## config.mk

```make
export PLATFORM = sky130hd
export DESIGN_NAME = flappy_game_engine
export DESIGN_NICKNAME = d
export VERILOG_FILES = /design/src/rtl/flappy_game_engine.sv
export SDC_FILE = /design/constraint.sdc
export NUM_CORES = 1
export LEC_CHECK = 0
export BUFFER_PORTS_ARGS = -buffer_cell sky130_fd_sc_hd__buf_4
export CORE_MARGIN = 1.5
export CORE_UTILIZATION = 40
export DETAILED_ROUTE_END_ITERATION = 6
export PLACE_DENSITY = 0.65
export SETUP_SLACK_MARGIN = 0.05
export SYNTH_ARGS = -nofsm -noshare
export SYNTH_HDL_FRONTEND = slang
export SYNTH_SLANG_ARGS = --single-unit
```

## constraint.sdc

```tcl
create_clock -name clk -period 7.91 [get_ports clk]
set_input_delay 1.582 -clock clk [delete_from_list [all_inputs] [get_ports clk]]
set_output_delay 1.582 -clock clk [all_outputs]
set_load 0.02 [all_outputs]
```

## src/rtl/flappy_game_engine.sv

```systemverilog
// Flappy game engine: once per frame_tick it advances bird physics, scrolls
// and respawns pipes, detects collisions and keeps score. All object
// coordinates are registered for the downstream VGA compositing stage.
module flappy_game_engine #(
  parameter int         BIRD_X       = 100,
  parameter int         BIRD_SIZE    = 30,
  parameter int         START_Y      = 200,
  parameter int         GRAVITY      = 1,
  parameter int         FLAP_VEL     = 8,
  parameter int         MAX_FALL     = 10,
  parameter int         GROUND_Y     = 460,
  parameter int         NUM_PIPES    = 4,
  parameter int         PIPE_W       = 50,
  parameter int         PIPE_SPACING = 160,
  parameter int         PIPE_X0      = 640,
  parameter int         SCROLL       = 1,
  parameter int         GAP_H        = 100,
  parameter int         GAP_MIN      = 40,
  parameter logic [7:0] LFSR_SEED    = 8'hA5
) (
  input  logic                     clk,
  input  logic                     reset,
  input  logic                     frame_tick,
  input  logic                     flap_btn,
  output logic [8:0]               bird_y,
  output logic [NUM_PIPES*11-1:0]  pipe_x_flat,
  output logic [NUM_PIPES*9-1:0]   gap_top_flat,
  output logic [7:0]               score,
  output logic [1:0]               state,
  output logic                     game_over
);

  typedef enum logic [1:0] {S_IDLE = 2'd0, S_PLAY = 2'd1, S_DYING = 2'd2, S_OVER = 2'd3} state_e;

  localparam logic        [10:0] PX_SCROLL  = 11'(SCROLL);
  localparam logic        [10:0] PX_RESPAWN = 11'(NUM_PIPES*PIPE_SPACING - SCROLL);
  localparam logic        [11:0] PIPE_W12   = 12'(PIPE_W);
  localparam logic        [11:0] BIRD_X12   = 12'(BIRD_X);
  localparam logic        [11:0] BIRD_R12   = 12'(BIRD_X + BIRD_SIZE);
  localparam logic        [9:0]  Y_SIZE10   = 10'(BIRD_SIZE);
  localparam logic        [9:0]  GAP_H10    = 10'(GAP_H);
  localparam logic        [8:0]  GT_MIN9    = 9'(GAP_MIN);
  localparam logic        [8:0]  Y_START9   = 9'(START_Y);
  localparam logic signed [10:0] Y_GND_TOP  = 11'(GROUND_Y - BIRD_SIZE);
  localparam logic signed [5:0]  VEL_FLAP   = 6'(-FLAP_VEL);
  localparam logic signed [6:0]  VEL_G7     = 7'(GRAVITY);
  localparam logic signed [6:0]  VEL_MAX7   = 7'(MAX_FALL);

  function automatic logic [10:0] init_px(input int i);
    return 11'(PIPE_X0 + i*PIPE_SPACING);
  endfunction

  function automatic logic [8:0] init_gt(input int i);
    return 9'(GAP_MIN + 20*i);
  endfunction

  state_e                        state_q, state_d;
  logic                          sync1_q, sync1_d, sync2_q, sync2_d, prev_q, prev_d;
  logic                          flap_pending_q, flap_pending_d;
  logic [7:0]                    lfsr_q, lfsr_d;
  logic [8:0]                    bird_y_q, bird_y_d;
  logic signed [5:0]             vel_q, vel_d;
  logic [7:0]                    score_q, score_d;
  logic [NUM_PIPES-1:0][10:0]    pipe_x_q, pipe_x_d;
  logic [NUM_PIPES-1:0][8:0]     gap_top_q, gap_top_d;

  logic                          flap_edge, flap_now, use_flap;
  logic signed [6:0]             vel_inc;
  logic signed [5:0]             vel_grav, vel_n;
  logic signed [10:0]            y_s;
  logic [8:0]                    y_next;
  logic                          hit_ground, collide, respawned;
  logic [NUM_PIPES-1:0][10:0]    px_n;
  logic [NUM_PIPES-1:0][8:0]     gt_n;
  logic [7:0]                    score_n;
  logic                          do_play, do_dying, do_reinit;

  // State and datapath registers; async reset loads the game-init picture
  always_ff @(posedge clk or negedge reset) begin
    if (!reset) begin
      state_q        <= S_IDLE;
      sync1_q        <= 1'b0;
      sync2_q        <= 1'b0;
      prev_q         <= 1'b0;
      flap_pending_q <= 1'b0;
      lfsr_q         <= LFSR_SEED;
      bird_y_q       <= Y_START9;
      vel_q          <= '0;
      score_q        <= '0;
      for (int i = 0; i < NUM_PIPES; i++) begin
        pipe_x_q[i]  <= init_px(i);
        gap_top_q[i] <= init_gt(i);
      end
    end else begin
      state_q        <= state_d;
      sync1_q        <= sync1_d;
      sync2_q        <= sync2_d;
      prev_q         <= prev_d;
      flap_pending_q <= flap_pending_d;
      lfsr_q         <= lfsr_d;
      bird_y_q       <= bird_y_d;
      vel_q          <= vel_d;
      score_q        <= score_d;
      pipe_x_q       <= pipe_x_d;
      gap_top_q      <= gap_top_d;
    end
  end

  // Button synchroniser, rising-edge latch until the next frame, free-running LFSR
  always_comb begin
    sync1_d        = flap_btn;
    sync2_d        = sync1_q;
    prev_d         = sync2_q;
    flap_edge      = sync2_q & ~prev_q;
    flap_now       = flap_pending_q | flap_edge;
    flap_pending_d = frame_tick ? 1'b0 : flap_now;
    lfsr_d         = {lfsr_q[6:0], lfsr_q[7] ^ lfsr_q[5] ^ lfsr_q[4] ^ lfsr_q[3]};
  end

  // Bird physics: velocity update, ceiling clamp, ground clamp
  always_comb begin
    use_flap = flap_now && (state_q != S_DYING);
    vel_inc  = $signed({vel_q[5], vel_q}) + VEL_G7;
    vel_grav = (vel_inc > VEL_MAX7) ? VEL_MAX7[5:0] : vel_inc[5:0];
    vel_n    = use_flap ? VEL_FLAP : vel_grav;
    y_s      = $signed({2'b00, bird_y_q}) + $signed({{5{vel_n[5]}}, vel_n});
    hit_ground = (y_s >= Y_GND_TOP);
    if (hit_ground)    y_next = Y_GND_TOP[8:0];
    else if (y_s[10])  y_next = '0;
    else               y_next = y_s[8:0];
  end

  // Pipe scroll with single lowest-index respawn per frame, and pass scoring
  always_comb begin
    px_n      = pipe_x_q;
    gt_n      = gap_top_q;
    score_n   = score_q;
    respawned = 1'b0;
    for (int i = 0; i < NUM_PIPES; i++) begin
      if (pipe_x_q[i] < PX_SCROLL) begin
        // A second pipe at the left edge waits one frame rather than wrapping below zero
        if (!respawned) begin
          px_n[i]   = pipe_x_q[i] + PX_RESPAWN;
          gt_n[i]   = GT_MIN9 + {2'b00, lfsr_q[6:0]};
          respawned = 1'b1;
        end
      end else begin
        px_n[i] = pipe_x_q[i] - PX_SCROLL;
        if ((({1'b0, pipe_x_q[i]} + PIPE_W12) >= BIRD_X12) &&
            (({1'b0, px_n[i]} + PIPE_W12) < BIRD_X12) && (score_n != 8'hFF))
          score_n = score_n + 8'd1;
      end
    end
  end

  // Collision on post-update bird and pipe positions
  always_comb begin
    collide = 1'b0;
    for (int i = 0; i < NUM_PIPES; i++) begin
      if (({1'b0, px_n[i]} <= BIRD_R12) && (({1'b0, px_n[i]} + PIPE_W12) >= BIRD_X12) &&
          ((y_next < gt_n[i]) ||
           (({1'b0, y_next} + Y_SIZE10) > ({1'b0, gt_n[i]} + GAP_H10))))
        collide = 1'b1;
    end
  end

  // Next-state logic; ground takes priority over a pipe hit
  always_comb begin
    state_d = state_q;
    if (frame_tick) begin
      case (state_q)
        S_IDLE:  if (flap_now) state_d = hit_ground ? S_OVER : (collide ? S_DYING : S_PLAY);
        S_PLAY:  state_d = hit_ground ? S_OVER : (collide ? S_DYING : S_PLAY);
        S_DYING: if (hit_ground) state_d = S_OVER;
        S_OVER:  if (flap_now) state_d = S_IDLE;
        default: state_d = S_IDLE;
      endcase
    end
  end

  // Per-frame register updates; everything holds between ticks
  always_comb begin
    do_play   = frame_tick && ((state_q == S_PLAY) || ((state_q == S_IDLE) && flap_now));
    do_dying  = frame_tick && (state_q == S_DYING);
    do_reinit = frame_tick && (state_q == S_OVER) && flap_now;
    bird_y_d  = bird_y_q;
    vel_d     = vel_q;
    score_d   = score_q;
    pipe_x_d  = pipe_x_q;
    gap_top_d = gap_top_q;
    if (do_play) begin
      bird_y_d  = y_next;
      vel_d     = vel_n;
      score_d   = score_n;
      pipe_x_d  = px_n;
      gap_top_d = gt_n;
    end else if (do_dying) begin
      bird_y_d  = y_next;
      vel_d     = vel_n;
    end else if (do_reinit) begin
      bird_y_d  = Y_START9;
      vel_d     = '0;
      score_d   = '0;
      for (int i = 0; i < NUM_PIPES; i++) begin
        pipe_x_d[i]  = init_px(i);
        gap_top_d[i] = init_gt(i);
      end
    end
  end

  // Output decode
  always_comb begin
    state     = state_q;
    game_over = (state_q == S_OVER);
    bird_y    = bird_y_q;
    score     = score_q;
  end

  for (genvar g = 0; g < NUM_PIPES; g++) begin : g_flat
    assign pipe_x_flat[11*g +: 11] = pipe_x_q[g];
    assign gap_top_flat[9*g +: 9]  = gap_top_q[g];
  end

endmodule

```

-- After elaboration in Yosys (flattened, before gate mapping)
Index checks and enable logic that the tools add are counted.
- equality and inequality tests: 12
- divide/modulo/power cells: 0
- reduce and logical (&&, ||, !) cells: 32
- bitwise logic cells: 6
- add/sub/neg operators: 32
- mux-type cells: 55
- multiply operators: 0
- shift-type cells: 0
- order comparisons: 30
- operators with widths (operator ; count):
    11-bit by 6-bit adder with 12-bit output, second input constant ; 12
    44-bit two-way mux ; 3
    36-bit two-way mux ; 3
    9-bit two-way mux ; 12
    12-bit by 7-bit >= comparator with 1-bit output, second input constant ; 8
    8-bit two-way mux ; 11
    11-bit two-way mux ; 7
    12-bit by 7-bit < comparator with 1-bit output, second input constant ; 4
    11-bit by 10-bit adder with 11-bit output, second input constant ; 4
    11-bit by 8-bit <= comparator with 1-bit output, second input constant ; 4
    11-bit by 1-bit < comparator with 1-bit output, second input constant ; 4
    11-bit by 1-bit subtractor with 11-bit output, second input constant ; 4
    9-bit by 7-bit adder with 10-bit output, second input constant ; 4
    10-bit > comparator ; 4
    9-bit < comparator ; 4
    8-bit by 1-bit adder with 8-bit output, second input constant ; 4
    8-bit inequality test, second input constant ; 4
    6-bit two-way mux ; 5
    1-bit logical AND ; 22
    10-bit by 6-bit adder with 11-bit output ; 1
    11-bit by 10-bit >= comparator with 1-bit output, second input constant ; 1
    9-bit by 5-bit adder with 10-bit output, second input constant ; 1
    2-bit two-way mux ; 5
    6-bit by 7-bit adder with 8-bit output, first input constant ; 1
    other kinds (18) ; 35
- memory bits (read-only): 0
- bits in writable memories: 0
- input bits: 4
- memories: 0
- word-level logic and storage cells: 184
- latch bits: 0
- output and inout bits: 100
- flip-flop bits (word level): 117

-- Depth between registers and ports, before layout
- depth after elaboration: 20
- gate-level depth with buffers: 41
- mapped depth without buffers: 41

-- Worst setup path before layout
No wires, ideal clock.
- kind: reg-to-reg
- start: reg vel_q[0]
- end: reg state_q[0] (netlist: state[0])
- clock period less this slack: 6.926 ns
- cell stages (with the launch flop): 38
- required time: 7.758 ns
- setup slack: 0.984 ns
- setup time: 0.152 ns
- path buffers: 0
- arrival: 6.774 ns
- cells stage by stage: dfrtp_1 ha_1 o21ai_0 and3_1 o22ai_1 a21o_1 a221o_1 o21ai_0 nor2_1 ha_1 inv_1 fa_1 nor2b_1 o21ai_0 a21boi_0 o21ai_0 a21boi_0 o21a_1 [2 not listed] or2_0 a21boi_0 o21ai_0 inv_1 ha_1 nor3b_1 xnor2_1 ha_1 nand4_1 nor2_1 nor2_1 nand2_1 a21o_1 o21ai_0 a21o_1 a221oi_1 nand4b_1 a32oi_1
- word-level cells in the longest chain between the ends: 19
- elaborated cells between the ends (all ways): 35
- those cells by class: 3 x add/sub; 10 x order compare; 1 x eq/ne; 12 x mux; 9 x reduce/logical
- ends and longest elaborated chain (what ; line ; RTL):
    from (decl) ; 62 ; logic signed [5:0] vel_q, vel_d;
    from (signal assigned) ; 102 ; vel_q <= vel_d;
    6-bit by 2-bit adder with 7-bit output (*) ; 123 ; vel_inc = $signed({vel_q[5], vel_q}) + VEL_G7;
    7-bit by 5-bit > comparator with 1-bit output ; 124 ; vel_grav = (vel_inc > VEL_MAX7) ? VEL_MAX7[5:0] : vel_inc[5:0];
    6-bit two-way mux (*) ; 124 ;
    6-bit two-way mux (*) ; 125 ; vel_n = use_flap ? VEL_FLAP : vel_grav;
    10-bit by 6-bit adder with 11-bit output (*) ; 126 ; y_s = $signed({2'b00, bird_y_q}) + $signed({{5{vel_n[5]}}, vel_n});
    11-bit by 10-bit >= comparator with 1-bit output or 9-bit two-way mux (tied branches) ; 127, 129 ;
    9-bit two-way mux ; 128 ; if (hit_ground) y_next = Y_GND_TOP[8:0];
    9-bit by 5-bit adder with 10-bit output ; 162 ; (({1'b0, y_next} + Y_SIZE10) > ({1'b0, gt_n[i]} + GAP_H10))))
    10-bit > comparator ; 162 ;
    1-bit logical OR ; 161 ; ((y_next < gt_n[i]) ||
    1-bit logical AND ; 160 ; if (({1'b0, px_n[i]} <= BIRD_R12) && (({1'b0, px_n[i]} + PIPE_W12) >= BIRD_X12) &&
    1-bit two-way mux (4 in a row) ; 160 ;
    2-bit two-way mux (2 in a row) ; 172, 173 ;
    2-bit two-way mux ; 172 ; S_IDLE: if (flap_now) state_d = hit_ground ? S_OVER : (collide ? S_DYING : S_PLAY);
    2-bit one-hot mux with 4 select lines ; 171 ; case (state_q)
    to (signal assigned) ; 95 ; state_q <= state_d;
    to (decl) ; 57 ; state_e state_q, state_d;
Mark *: on every way between the ends. The rest lies on a longest branch, timed or not. The select of a mux whose other input is x is not followed.
A chain may end at the register's enable or synchronous reset.

-- Worst setup path in the final report
Same ends and word-level chain as after synthesis.

==> flow_summary.ini <==
[status]
status = finished, final reports clean

[synth]
async_reset_ff_frac = 1.000
synthFlopType = dfrtp_1
yosysWarnings = 0
yosysSeqAreaShare = 0.2384
syn-cell-area_sq_um = 12440
synth_edf_count = 0
syn_inst = 1537
ys_types = 113
synth_seq_cells = 117
synth_area_per_cell_sq_um = 8.094

[timing]
finalHoldViolCount = 0
setup_slack_ps = 672.4
relSlewSlack = 0.2713
max_freq_ghz = 0.1382
fin_crit_sh = 0.9150
drv_slew = 0
worstMarginPinSlew_ps = 1086
finalSetupViolCount = 0
skew_ps = 11.89
rsz0062_at_grt = no
timing.setup.tns_ps = 0
fin_crit_ps = 7238

[grt]
grt_overflow = 0
top_usage_layer = met2
grt_max_degree = 71
grt_antenna_before_repair = 0
grt_pass1_wl_mm = 60.32
grt_use_met1 = 0.3198
use_met2 = 0.3856
grt_util_met3 = 0.03755
grt_pass1_vias = 11400
track_usage = 0.2364

[route]
wl_per_cell_um = 18.47
via_count = 12070
drtIter0Drc = 856
firstDrtPassIters = 5
wl_mm = 37.47
drtAntennaViolNets = 0
via_per_inst = 5.954
drc = 0

[placement]
dp_cells = 1994
hpwl_mm = 27.74
gp_congestion = 0.9171
port_buffers = 103
pre_cts_ws_ps = 459.7

[worst_setup_path]
cp-start-kind = flop
arrival_ps = 7570
crit_buf_inv = 5
crit_fanout = 7
cp_slowest_cell = dfrtp_1
crit_required_ps = 8240
crit_family = compound AO/OA/AOI/OAI gates
path_class = reg -> reg
crit_top_cell = o21ai_0
slowest_delay_ps = 430
crit_path_end_kind = flop

[layout]
multiInputGateArea_sq_um = 8937
regArea_sq_um = 2967
final_common_cell = nand2_1
n_fill_cell = 3055
drive_gt1_frac = 0.1556
stdcell_count = 2028
nets = 1745
syn_to_final_growth_pct = 14.56
final_cell_mix = nand2_1, nor2_1, buf_4, ha_1, o21ai_0
diodes = 0

[floorplanning]
fp.dieArea_sq_um = 32170
die_y_um = 179.4
core_area_sq_um = 30590
pin_count = 104
start_util = 0.4067
floorplan.rows = 64
dieWidth_um = 179.4

[clocking]
cts.clk_slew.worst_paths_ps = 50
cts_tree = yes
cts_hold_buffers = 0
clk_path_buf_depth = 2
root_buffer = clkbuf_16
clock_latency_ps = 440
cts_max_level = 4
cts_inserted_buffers = 17
cts_sinks = 117

[min_path]
worstHoldPathType = reg -> reg

[job]
max_cap_violations = 0
[through the flow]
step | hold WS [ps] | instance area (sq um) | utilization
global placement | 340.5 | 13600 | 0.4447
CTS | 353.5 | 14210 | 0.4645
detailed placement | 341.8 | 13600 | 0.4447
global route | 378.8 | 14250 | 0.4659
finish | 359.6 | 14250 | 0.4659
floorplan | 331.2 | 12450 | -
[layer usage]
metal | part of all wire | up-vias
li1 | - | 5821
met1 | 0.46 | 5829
met2 | 0.46 | 369
met3 | 0.058 | 55
met4 | 0.022 | 0
met5 | 0 | -
[final cells by class]
type	count	area share
multi-input combinational	1276	0.6271
sequential	117	0.2081
clock inverter	9	0.008779
clock buffer	23	0.03354
inverter	81	0.02133
timing repair buffer	126	0.06637
tap	396	0.03476
[flip-flops by register name, indices dropped and copies added (netlist names)]
| register | flops |
|---|---|
| state | 2 |
| vel_q | 6 |
| sync1_q | 1 |
| lfsr_q | 8 |
| pipe_x_flat | 44 |
| gap_top_flat | 36 |
| score | 8 |
| bird_y | 9 |
| flap_pending_q | 1 |
| prev_q | 1 |
| prev_d | 1 |
[synth_stat cells, types with 21 or more instances]
cell	number	area share
dfstp_2	30	0.063
dfrtp_1	87	0.17
xor2_1	38	0.027
nand2_1	145	0.044
o21ai_0	118	0.047
a21oi_1	115	0.046
o22ai_1	21	0.011
nand3_1	27	0.011
a21o_1	22	0.013
nand4_1	29	0.015
mux2i_1	31	0.025
xnor2_1	69	0.049
nor3_1	39	0.016
nor2_1	128	0.039
inv_1	80	0.024
ha_1	121	0.12
clkbuf_1	51	0.015
[cells by family (layout without fill, tap and decap cells)]
family / count (synthesis) / count (layout) / synth area share
mux: 39 / 39 / 0.03249
compound gates: 478 / 478 / 0.2591
fa+ha+maj: 124 / 124 / 0.1249
simple gates: 521 / 521 / 0.2174
other cells: 1 / 4 / 0.0003014
buf+inv: 147 / 239 / 0.04767
xor+xnor: 110 / 110 / 0.07976
flops: 117 / 117 / 0.2384
[repair_timing]
item / CTS / global route
resized for setup: 0 / 10
endpoints found under the setup margin: 0 / 8
hold endpoints to repair: 0 / 0
setup buffers: 0 / 2
[path summary, 6_finish.rpt]
path / start / to / slack [ps] / cells past startpoint
min in group asynchronous: reset / gap_top_flat[31] / 1170 / 1
max in group asynchronous: reset / pipe_x_flat[2] / 5270 / 2
worst min register to register: sync1_q / prev_d / 360 / 0
worst min-delay path: sync1_q / prev_d / 360 / 0
worst max register to register: vel_q[0] / state[0] / 670 / 41
worst max-delay path: vel_q[0] / state[0] / 670 / 41
Power is left out: the tool's default activity adds up to more than one toggle a clock period on the data nets, which glitch-free logic cannot reach.
